===== src/rtl/sdnet_ingress_shim.sv =====
// sdnet_ingress_shim
//   Glue between the NIC input stream and a generated SDNet ingress core.
//   - Stream path: combinational pass-through. An SOP beat is held back
//     while the metadata credits are used up (in-flight + buffered >= depth).
//   - core_meta_in_valid pulses on each accepted SOP beat and carries the
//     params value live in that cycle.
//   - Core metadata-out goes into a FIFO with registered outputs, drained
//     with a meta_out_valid/meta_out_ready handshake.
//   - Extern events are acknowledged ACK_LAT cycles after the request,
//     one shift register per channel.
//   - meta_err is sticky: metadata came back while nothing was in flight.
//   Optional macro SDNET_SHIM_STATS_EN builds the stat_* counters
//   (SOPs, FIFO pops, stalled SOP cycles). Without it they are tied to 0.
// Ports
//   clock, reset (synchronous, active high)
//   net_in_*      upstream AXI-Stream (valid/ready/data/keep/last)
//   core_in_*     AXI-Stream to the core
//   params        runtime parameter bundle
//   core_meta_in_valid/params   SOP metadata to the core
//   core_meta_out_valid/bits    metadata result from the core
//   meta_out_valid/ready/bits   buffered metadata result
//   evt_req_valid / evt_resp_valid   event strobes and acks
//   meta_err, stat_pkts, stat_meta, stat_stall
module sdnet_ingress_shim #(
  parameter int TDATA_W    = 512,
  parameter int PARAM_W    = 144,
  parameter int META_W     = 153,
  parameter int NUM_EVENTS = 3,
  parameter int ACK_LAT    = 1,
  parameter int META_DEPTH = 4
) (
  input  logic                  clock,
  input  logic                  reset,
  input  logic                  net_in_valid,
  output logic                  net_in_ready,
  input  logic [TDATA_W-1:0]    net_in_data,
  input  logic [TDATA_W/8-1:0]  net_in_keep,
  input  logic                  net_in_last,
  output logic                  core_in_valid,
  input  logic                  core_in_ready,
  output logic [TDATA_W-1:0]    core_in_data,
  output logic [TDATA_W/8-1:0]  core_in_keep,
  output logic                  core_in_last,
  input  logic [PARAM_W-1:0]    params,
  output logic                  core_meta_in_valid,
  output logic [PARAM_W-1:0]    core_meta_in_params,
  input  logic                  core_meta_out_valid,
  input  logic [META_W-1:0]     core_meta_out_bits,
  output logic                  meta_out_valid,
  input  logic                  meta_out_ready,
  output logic [META_W-1:0]     meta_out_bits,
  input  logic [NUM_EVENTS-1:0] evt_req_valid,
  output logic [NUM_EVENTS-1:0] evt_resp_valid,
  output logic                  meta_err,
  output logic [31:0]           stat_pkts,
  output logic [31:0]           stat_meta,
  output logic [31:0]           stat_stall
);
  localparam int AW = $clog2(META_DEPTH);
  localparam int CW = AW + 1;

  typedef enum logic {ST_START, ST_WAIT_EOP} state_t;
  state_t r_state, w_state_nxt;

  logic          w_accept, w_sop, w_block, w_push, w_pop, w_full;
  logic [CW:0]   w_credit_used;
  logic [CW-1:0] r_inflight, r_count;
  logic [AW-1:0] r_wr_ptr, r_rd_ptr;
  logic [META_W-1:0] r_mem [META_DEPTH];
  logic          r_meta_err;
  logic [ACK_LAT-1:0][NUM_EVENTS-1:0] r_evt_sr;

  // Credit check only gates SOP beats; a packet in progress is never stalled.
  assign w_credit_used = {1'b0, r_inflight} + {1'b0, r_count};
  assign w_block  = (r_state == ST_START) && (w_credit_used >= (CW+1)'(META_DEPTH));
  assign w_accept = net_in_valid && core_in_ready && !w_block;

  assign core_in_valid = net_in_valid && !w_block;
  assign net_in_ready  = core_in_ready && !w_block;
  assign core_in_data  = net_in_data;
  assign core_in_keep  = net_in_keep;
  assign core_in_last  = net_in_last;

  always_ff @(posedge clock) begin
    if (reset) r_state <= ST_START;
    else       r_state <= w_state_nxt;
  end

  always_comb begin
    w_state_nxt = r_state;
    w_sop       = 1'b0;
    case (r_state)
      ST_START: if (w_accept) begin
        w_sop = 1'b1;
        if (!net_in_last) w_state_nxt = ST_WAIT_EOP;
      end
      ST_WAIT_EOP: if (w_accept && net_in_last) w_state_nxt = ST_START;
      default: w_state_nxt = ST_START;
    endcase
  end

  assign core_meta_in_valid  = w_sop;
  assign core_meta_in_params = w_sop ? params : '0;

  // In-flight tracking; an underflow is flagged instead of wrapping.
  always_ff @(posedge clock) begin
    if (reset) begin
      r_inflight <= '0;
      r_meta_err <= 1'b0;
    end else if (w_sop && !core_meta_out_valid) begin
      r_inflight <= r_inflight + CW'(1);
    end else if (!w_sop && core_meta_out_valid) begin
      if (r_inflight == '0) r_meta_err <= 1'b1;
      else                  r_inflight <= r_inflight - CW'(1);
    end
  end
  assign meta_err = r_meta_err;

  // Metadata FIFO: outputs come straight from registers, no write bypass.
  assign w_full = (r_count == CW'(META_DEPTH));
  assign w_push = core_meta_out_valid && !w_full;
  assign w_pop  = (r_count != '0) && meta_out_ready;

  always_ff @(posedge clock) begin
    if (w_push) r_mem[r_wr_ptr] <= core_meta_out_bits;
  end

  always_ff @(posedge clock) begin
    if (reset) begin
      r_wr_ptr <= '0;
      r_rd_ptr <= '0;
      r_count  <= '0;
    end else begin
      if (w_push) r_wr_ptr <= r_wr_ptr + AW'(1);
      if (w_pop)  r_rd_ptr <= r_rd_ptr + AW'(1);
      case ({w_push, w_pop})
        2'b10:   r_count <= r_count + CW'(1);
        2'b01:   r_count <= r_count - CW'(1);
        default: r_count <= r_count;
      endcase
    end
  end
  assign meta_out_valid = (r_count != '0);
  assign meta_out_bits  = r_mem[r_rd_ptr];

  // Event acks: fixed delay line, stage k holds requests from k+1 cycles ago.
  always_ff @(posedge clock) begin
    if (reset) r_evt_sr <= '0;
    else begin
      r_evt_sr[0] <= evt_req_valid;
      for (int k = 1; k < ACK_LAT; k++) r_evt_sr[k] <= r_evt_sr[k-1];
    end
  end
  assign evt_resp_valid = r_evt_sr[ACK_LAT-1];

`ifdef SDNET_SHIM_STATS_EN
  logic [31:0] r_stat_pkts, r_stat_meta, r_stat_stall;
  always_ff @(posedge clock) begin
    if (reset) begin
      r_stat_pkts  <= '0;
      r_stat_meta  <= '0;
      r_stat_stall <= '0;
    end else begin
      if (w_sop)                   r_stat_pkts  <= r_stat_pkts + 32'd1;
      if (w_pop)                   r_stat_meta  <= r_stat_meta + 32'd1;
      if (net_in_valid && w_block) r_stat_stall <= r_stat_stall + 32'd1;
    end
  end
  assign stat_pkts  = r_stat_pkts;
  assign stat_meta  = r_stat_meta;
  assign stat_stall = r_stat_stall;
`else
  assign stat_pkts  = '0;
  assign stat_meta  = '0;
  assign stat_stall = '0;
`endif
endmodule


===== config.mk =====
export PLATFORM = sky130hd
export DESIGN_NAME = sdnet_ingress_shim
export DESIGN_NICKNAME = d
export VERILOG_FILES = /design/src/rtl/sdnet_ingress_shim.sv
export SDC_FILE = /design/constraint.sdc
export NUM_CORES = 1
export LEC_CHECK = 0
export CAP_MARGIN = 20
export CORE_AREA = 3 3 725 727
export CTS_CLUSTER_SIZE = 12
export DETAILED_ROUTE_END_ITERATION = 7
export DIE_AREA = 0 0 728 730
export MAX_ROUTING_LAYER = met4
export PLACE_DENSITY = 0.3
export SETUP_SLACK_MARGIN = 0.2
export SYNTH_ARGS = -nofsm -noshare
export SYNTH_HDL_FRONTEND = slang
export SYNTH_SLANG_ARGS = --single-unit

===== constraint.sdc =====
create_clock -name clock -period 6.4 [get_ports clock]
set_input_delay 0.64 -clock clock [delete_from_list [all_inputs] [get_ports clock]]
set_output_delay 0.64 -clock clock [all_outputs]
set_load 0.05 [all_outputs]

==> flow_metrics.tcl, run 1 <==
set metrics [dict create \
    start_util_pct 5.57 \
    vias 15300 \
    dieArea_mm2 0.531 \
    syn_area_per_cell_um2 16.8 \
    multi_input_area_mm2 0.00524 \
    tns_ns 0 \
    avgViaCountPerCell 1.69 \
    antenna_found_initial 141 \
    finalHoldViolCount 0 \
    fp.coreArea_mm2 0.520 \
    dieWidth_um 728 \
    ys_seq_elements 629 \
    numCtsBuffers 87 \
    synthTopCellsByArea "edfxtp_1 63%, buf_4 17%, mux4_2 12%" \
    area_growth_pct 46.6 \
    worstPathCellList "ha_1, nor3_2, and4_4, buf_12, and2_1, clkdlybuf4s50_1" \
    path_max_fanout 34 \
    dp_cells 8679 \
    period_share_pct 76.4 \
    drive_gt1_share_pct 16.8 \
    synth_cells 1730 \
    synth_ff_type "edfxtp_1" \
    outcome "finished clean" \
    startpoint_type "flip-flop" \
    cts-htree-levels 3 \
    synth-xor-area-share_pct 0.151 \
    netlist_area_mm2 0.0290 \
    synth_top_cell_by_area "edfxtp_1" \
    wl_um 203000 \
    powerDensity_mw_per_mm2 371 \
    setup_viol 0 \
    yosysUniqueCellTypes 37 \
    fillers 59800 \
    worstPathRequired_ns 5.76 \
    holdBufCountCts 0 \
    synthMuxAreaShare_pct 12.0 \
    wl_per_cell_um 22.4 \
    finalCoreUtilization_pct 8.17 \
    slowest_stage "clkdlybuf4s50_1" \
    worst_pin_slew_ns 1.13 \
    ctsResizeCount 0 \
    end_kind "primary output" \
    finalCriticalPeriod_ns 4.89 \
    clk_path_buf_depth 4 \
    dr.pass1.iters 4 \
    ys_async_sr_fraction_pct 0 \
    rows 265 \
    final_cell_mix "612 x edfxtp_1, 605 x clkdlybuf4s50_1, 153 x mux4_2" \
    clock_latency_ns 0.83 \
    synth-simple-area-share_pct 3.78 \
    layout.cells.non_filler 9068 \
    drc_errors 0 \
    dp_hpwl_um 169000 \
    fin_skew_ns 0.108 \
    slew_headroom_pct 24.3 \
    synth_top_family_by_area "buffers and inverters" \
    rsz0062_at_grt "no" \
    cts_root_buf "clkbuf_16" \
    final_common_cell "edfxtp_1" \
    netlist.area_leader.share_pct 63.4 \
    synth-seq-area-share_pct 64.6 \
    synth_warnings 0 \
    gp_congestion 0.899 \
    ant_nets 0 \
    p_leak_nw 11.4 \
    slew_viol_final 0 \
    ios 1861 \
    synth_edf_count 612 \
    port_buffers 612 \
    grt_pass1_wl_um 241000 \
    synth_compound_area_share_pct 0.341 \
    first_iter_violations 735 \
    cp_slowest_stage_delay_ns 1.07 \
    fp.dieH_um 730 \
    regArea_mm2 0.0187 \
    nets 2722 \
    path_clk_slew_ns 0.06 \
    maxCapViolCount 0 \
    worstPathArrival_ns 4.25 \
    irDropWorstVdd_uv 175 \
    grt.total_usage_pct 7.60 \
    postCtsSetupRepairBufs 0 \
    synth_fa_ha_area_share_pct 0.527 \
    hold_path_class "in2reg" \
    grt_max_degree 56 \
    grt_overflow_total 0 \
    grt_pass1_vias 16100 \
    cts_tree "built" \
    critical_path_class "reg2out" \
    fmax_mhz 205 \
    cts.sinks 629 \
]
-- flip-flops by register name, indices dropped and copies added, names as in the netlist, named ones only --
| name | cells |
|---|---|
| r_rd_ptr | 2 |
| r_count | 3 |
| r_wr_ptr | 2 |
| evt_resp_valid | 3 |
| r_inflight | 3 |
| r_mem | 612 |
| meta_err | 1 |
-- path summary, 6_finish.rpt --
kind                         start                 endpoint  slack [ns]  depth (start not counted)
setup reg to reg        r_count[2]            r_inflight[2]        3.13                          8
hold / removal    evt_req_valid[1]        evt_resp_valid[1]        0.37                          2
setup / recovery        r_count[2]  core_meta_in_params[67]        1.51                          6
hold reg to reg        r_wr_ptr[1]              r_wr_ptr[1]        0.52                          2
-- cell families after synthesis --
| family | count (synthesis) |
|---|---|
| fa+ha+maj | 11 |
| other cells | 1 |
| simple gates | 179 |
| flops | 629 |
| xor+xnor | 5 |
| buf+inv | 735 |
| mux | 156 |
| compound gates | 14 |
-- metal layers --
layer | GRT usage [%] | wire length (um)
met1 | 5.61 | 56100
met2 | 11.1 | 87700
met3 | 9.07 | 50400
met4 | 2.98 | 9020
met5 | - | 0
-- synthesized netlist by cell type (all sizes together) (2+ instances only) --
library cell,instances
inv,10
clkbuf,11
dfxtp,17
and2,148
nand2b,2
o21ai,2
a21oi,5
mux4,153
nor2b,7
fa,2
xor2,4
nor2,11
or3,4
edfxtp,612
ha,9
buf,714
mux2,2
nor3,3
-- worst max-delay path: cells and delay by family (launching register included) --
kind | cells | cell delay, ns
adders and majority gates | 1 | 0.28
buffers and inverters | 2 | 1.37
and+or+nand+nor | 3 | 1.27
DFF | 1 | 0.43
-- layout make-up --
class / instances / share of cell area [%]
diodes: 232 / 1.37
clock buffers: 105 / 5.33
clock inverters: 50 / 1.10
inverters: 10 / 0.0883
multi-input cells: 461 / 12.3
flip-flops and latches: 629 / 44.1
well taps: 6942 / 20.4
repair buffers: 639 / 15.3
-- metrics by stage --
stage	setup WS (ns)	power, mW	area (um2)	hold slack (ns)
final	1.51	15.8	42500	0.366
after global routing	1.07	16.6	42500	0.276
after CTS	1.16	16.4	41900	0.198
after detailed placement	1.82	11.4	39100	0.508
after global placement	1.82	11.4	39100	0.498
after floorplan	1.36	9.85	29300	0.482
-- power breakdown --
part	internal (mW)	total (mW)	switching [mW]
registers	4.96	5.12	0.162
clock network	2.77	4.72	1.95
logic	1.98	5.93	3.95
total	9.71	15.8	6.07
Note: power is estimated with default switching activity, not from simulation.
==> inputs of run 2 (changes only) <==
Clock period 6.4 ns to 4.55 ns, I/O delays scaled along.
==> flow_metrics.tcl, run 2 (synthesis results as in run 1) <==
set metrics [dict create \
    dieWidth_um 728 \
    slowest_stage "clkdlybuf4s50_1" \
    ant_nets 0 \
    cts_tree "built" \
    clock_latency_ns 0.78 \
    cts.sinks 629 \
    dp_worst_setup_slack_ns 1.23 \
    ios 1861 \
    fin_area_mm2 0.0430 \
    grt_pass1_wl_um 242000 \
    ctsResizeCount 0 \
    dp_hpwl_um 168000 \
    critical_path_class "reg2out" \
    worstPathRequired_ns 4.09 \
    critPathBufInv 2 \
    cts_root_buf "clkbuf_16" \
    regArea_mm2 0.0187 \
    postCtsSetupRepairBufs 0 \
    clk_path_buf_depth 4 \
    worst_pin_slew_ns 1.16 \
    cts-htree-levels 3 \
    rsz0062_at_grt "no" \
    startpoint_type "flip-flop" \
    period_share_pct 82.7 \
    area_growth_pct 48.4 \
    final_cell_mix "612 x edfxtp_1, 462 x clkdlybuf4s50_1, 153 x mux4_2" \
    multi_input_area_mm2 0.00524 \
    worstPathArrival_ns 3.31 \
    irDropWorstVdd_uv 217 \
    dieArea_mm2 0.531 \
    antenna_found_initial 136 \
    end_kind "primary output" \
    p_leak_nw 11.9 \
    grt_max_degree 85 \
    drive_gt1_share_pct 24.9 \
    gr-usage-met3_pct 8.39 \
    worstPathCellList "buf_12, mux4_2, clkdlybuf4s50_1" \
    dr.pass1.iters 6 \
    rows 265 \
    fp.coreArea_mm2 0.520 \
    setup_ws_ns 0.785 \
    total_power_mw 22.3 \
    slew_headroom_pct 22.4 \
    busiest_layer "met2" \
    setup_viol 0 \
    drc_errors 0 \
    hold_path_class "in2reg" \
    numCtsBuffers 87 \
    cp_slowest_stage_delay_ns 0.98 \
    avgViaCountPerCell 1.71 \
    tns_ns 0 \
    path_max_fanout 42 \
    powerDensity_mw_per_mm2 518 \
    path_clk_slew_ns 0.06 \
    holdBufCountCts 0 \
    placed_area_mm2 0.0396 \
    fillers 59800 \
    port_buffers 612 \
    final_common_cell "edfxtp_1" \
    finalHoldViolCount 0 \
    wl_per_cell_um 22.4 \
    largest_reg_flops 612 \
    start_util_pct 5.57 \
    gp_congestion 0.981 \
    fp.dieH_um 730 \
    grt_pass1_vias 16500 \
    fmax_mhz 266 \
    slew_viol_final 0 \
    maxCapViolCount 0 \
    fin_skew_ns 0.0617 \
    finalCoreUtilization_pct 8.27 \
    outcome "finished clean" \
    crit_family "buffers and inverters" \
    grt.total_usage_pct 7.61 \
    top_register "r_mem" \
    wl_um 204000 \
    first_iter_violations 760 \
    nets 2735 \
    grt_overflow_total 0 \
    vias 15600 \
    finalCriticalPeriod_ns 3.76 \
    grt_util_met2_pct 11.2 \
    gr-usage-met1_pct 5.73 \
]
run 2: worst paths after layout:
kind	startpoint	end	slack, ns	depth (start not counted)
worst max-delay path	flip-flop	meta_out_bits[32]	0.79	3
worst min-delay path	evt_req_valid[1]	evt_resp_valid[1]	0.22	2
worst max register to register	r_count[2]	r_inflight[2]	1.61	9
worst min register to register	meta_err	meta_err	0.52	2
run 2: final cells by class:
type	instances	share of cell area (%)
clock buffer	103	5.20
clock inverter	49	1.06
multi-input combinational	461	12.2
timing repair buffer	652	16.0
inverter	10	0.0873
tap	6942	20.2
antenna	291	1.69
sequential	629	43.5
run 2: layer usage:
| layer | up-vias | share of wire [%] |
|---|---|---|
| li1 | 6155 | - |
| met1 | 7534 | 27 |
| met2 | 1521 | 43 |
| met3 | 387 | 24 |
| met4 | 0 | 5.8 |
| met5 | - | 0 |
run 2: power by group:
| part | internal [mW] | switching [mW] | total [mW] |
|---|---|---|---|
| sequential | 6.98 | 0.180 | 7.16 |
| clock | 3.81 | 2.76 | 6.58 |
| combinational | 2.88 | 5.67 | 8.55 |
run 2: metrics by stage:
stage               cells  hold slack [ns]
detailed placement   8694            0.508
CTS                  8846           0.0772
finish               9137            0.225
floorplan            1825            0.482
global route         9121            0.122
global placement     8693            0.508
==> inputs of run 3 (changes only) <==
Settings changed: CORE_AREA 3 3 725 727 to 3 3 724 726, DIE_AREA 0 0 728 730 to 0 0 727 729.
Clock period 4.55 ns to 3 ns, I/O delays scaled along.
==> flow_metrics.tcl, run 3 (synthesis results as in run 1) <==
set metrics [dict create \
    largest_reg_flops 612 \
    crit_family "simple AND/OR/NAND/NOR gates" \
    path_max_fanout 8 \
    grt_pass1_wl_um 228000 \
    busiest_layer "met2" \
    worst_pin_slew_ns 0.808 \
    r2r-start "r_inflight[2]" \
    first_iter_violations 755 \
    setup_ws_ns 0.113 \
    cts-htree-levels 3 \
    cp_slowest_stage_delay_ns 0.35 \
    hold_depth 1 \
    wl_um 193000 \
    r2r_setup_slack_ns 0.40 \
    antenna_found_initial 84 \
    final_cell_mix "612 x edfxtp_1, 311 x clkdlybuf4s50_1, 214 x buf_12" \
    crit_start "r_inflight[2]" \
    worstPathArrival_ns 2.59 \
    fp.dieH_um 729 \
    dieWidth_um 727 \
    avgViaCountPerCell 1.76 \
    end_kind "primary output" \
    rsz0062_at_grt "yes" \
    fp.coreArea_mm2 0.517 \
    layout.cells.non_filler 9105 \
    startpoint_type "flip-flop" \
    fin_skew_ns 0.0589 \
    crit_top_cell "buf_12" \
    final_common_cell "edfxtp_1" \
    slew_headroom_pct 45.9 \
    grt_util_met2_pct 10.8 \
    vias 16000 \
    cts.sinks 629 \
    maxCapViolCount 0 \
    grt_max_degree 37 \
    finalCriticalPeriod_ns 2.89 \
    worstRegToRegCells 9 \
    finalHoldViolCount 0 \
    ios 1861 \
    dr.pass1.iters 4 \
    finalCoreUtilization_pct 9.15 \
    wl_per_cell_um 21.2 \
    drive_gt1_share_pct 44.2 \
    clk_path_buf_depth 4 \
    port_buffers 612 \
    area_growth_pct 63.4 \
    fmax_mhz 346 \
    start_util_pct 5.60 \
    worstPathCellList "ha_4, nor3_4, and4_4, buf_12, buf_8, buf_16, and2_4, buf_12" \
    dp_worst_setup_slack_ns 0.187 \
    gr-usage-met3_pct 7.13 \
    slew_viol_final 0 \
    dp_cells 8706 \
    hold_path_class "in2reg" \
    clock_latency_ns 0.81 \
    critPathBufInv 4 \
    gp_congestion 0.985 \
    total_power_mw 38.3 \
    irDropWorstVdd_uv 404 \
    path_depth 8 \
    grt_pass1_vias 17100 \
    gr-usage-met1_pct 5.45 \
    critical_path_class "reg2out" \
    dp_hpwl_um 152000 \
    r2r-end "r_inflight[2]" \
    ant_nets 0 \
    outcome "finished clean" \
    cts_tree "built" \
    worstPathRequired_ns 2.70 \
    nets 2879 \
    slowest_stage "dfxtp_4" \
    grt_overflow_total 0 \
    numCtsBuffers 91 \
    min-delay-start "core_meta_out_bits[8]" \
    powerDensity_mw_per_mm2 809 \
    top_register "r_mem" \
    grt.total_usage_pct 7.10 \
    rows 264 \
    setup_viol 0 \
    period_share_pct 96.2 \
    path_clk_slew_ns 0.05 \
    cts_root_buf "clkbuf_16" \
    p_leak_nw 14.0 \
    dieArea_mm2 0.530 \
    cp-endpoint "core_meta_in_params[46]" \
    drc_errors 0 \
]
==> run 3: cell count changes in the layout (fill, tap and decap cells not counted), moves of 56 or more <==
cell / change
and2_4: +140
diode_2: -157
clkdlybuf4s50_1: -151
buf_12: +148
buf_6: +75
and2_1: -140
buf_8: +64
buf_4: -56
==> run 3: routing by layer <==
layer  vias to the layer above  wire (um)
li1                       6285          -
met5                         -          0
met1                      7918      52800
met3                       328      41600
met2                      1476      87600
met4                         0      11000
==> run 3: power by group <==
group          internal (mW)  leakage, nW  switching [mW]
Clock                   6.48         1.44            4.28
Combinational           7.15         6.84            9.60
Sequential              10.6         5.76           0.217
Total                   24.2         14.0            14.1
==> run 3: per-stage QoR <==
stage	TNS [ns]	hold slack [ns]	area, um2
after global routing	-0.257	0.0666	47300
after floorplan	-102.34	0.399	29300
after global placement	-0.0525	0.509	41200
after CTS	0	0.00285	45700
after detailed placement	0	0.526	41200
final	0	0.148	47400
==> run 3: layout make-up <==
type,count,area (um2)
clock inverters,62,634
flip-flops and latches,629,18700
well taps,6916,8650
repair buffers,792,11000
fillers,59400,470000
diodes,134,335
inverters,10,37.5
clock buffers,101,2340
multi-input cells,461,5630
==> run 3: worst min path at each step <==
stage	endpoint	slack, ns
final	r_mem[2][8]	0.15
after detailed placement	flip-flop	0.53
after CTS	r_mem[3][5]	0.003
after global routing	r_mem[3][5]	0.07
after floorplan	r_mem[0][0]	0.40
after global placement	r_wr_ptr[1]	0.51
==> run 3: timing repair <==
| action | CTS | global route |
|---|---|---|
| pin swaps | 15 | 28 |
| gates cloned | 23 | 8 |
| gates resized for setup | 386 | 270 |
| buffers inserted | 30 | 22 |
| endpoints found under the setup margin | 300 | 240 |
| hold buffers | 19 | 0 |
| hold endpoints to repair | 63 | 0 |
==> run 3: worst register-to-register path, cell delays in order, from the launching register on <==
cell	delay (ns)
dfxtp_4	0.35
ha_4	0.24
nor3_4	0.15
and4_4	0.30
buf_4	0.12
ha_1	0.24
inv_1	0.10
fa_1	0.43
mux2_2	0.30
o41ai_1	0.25
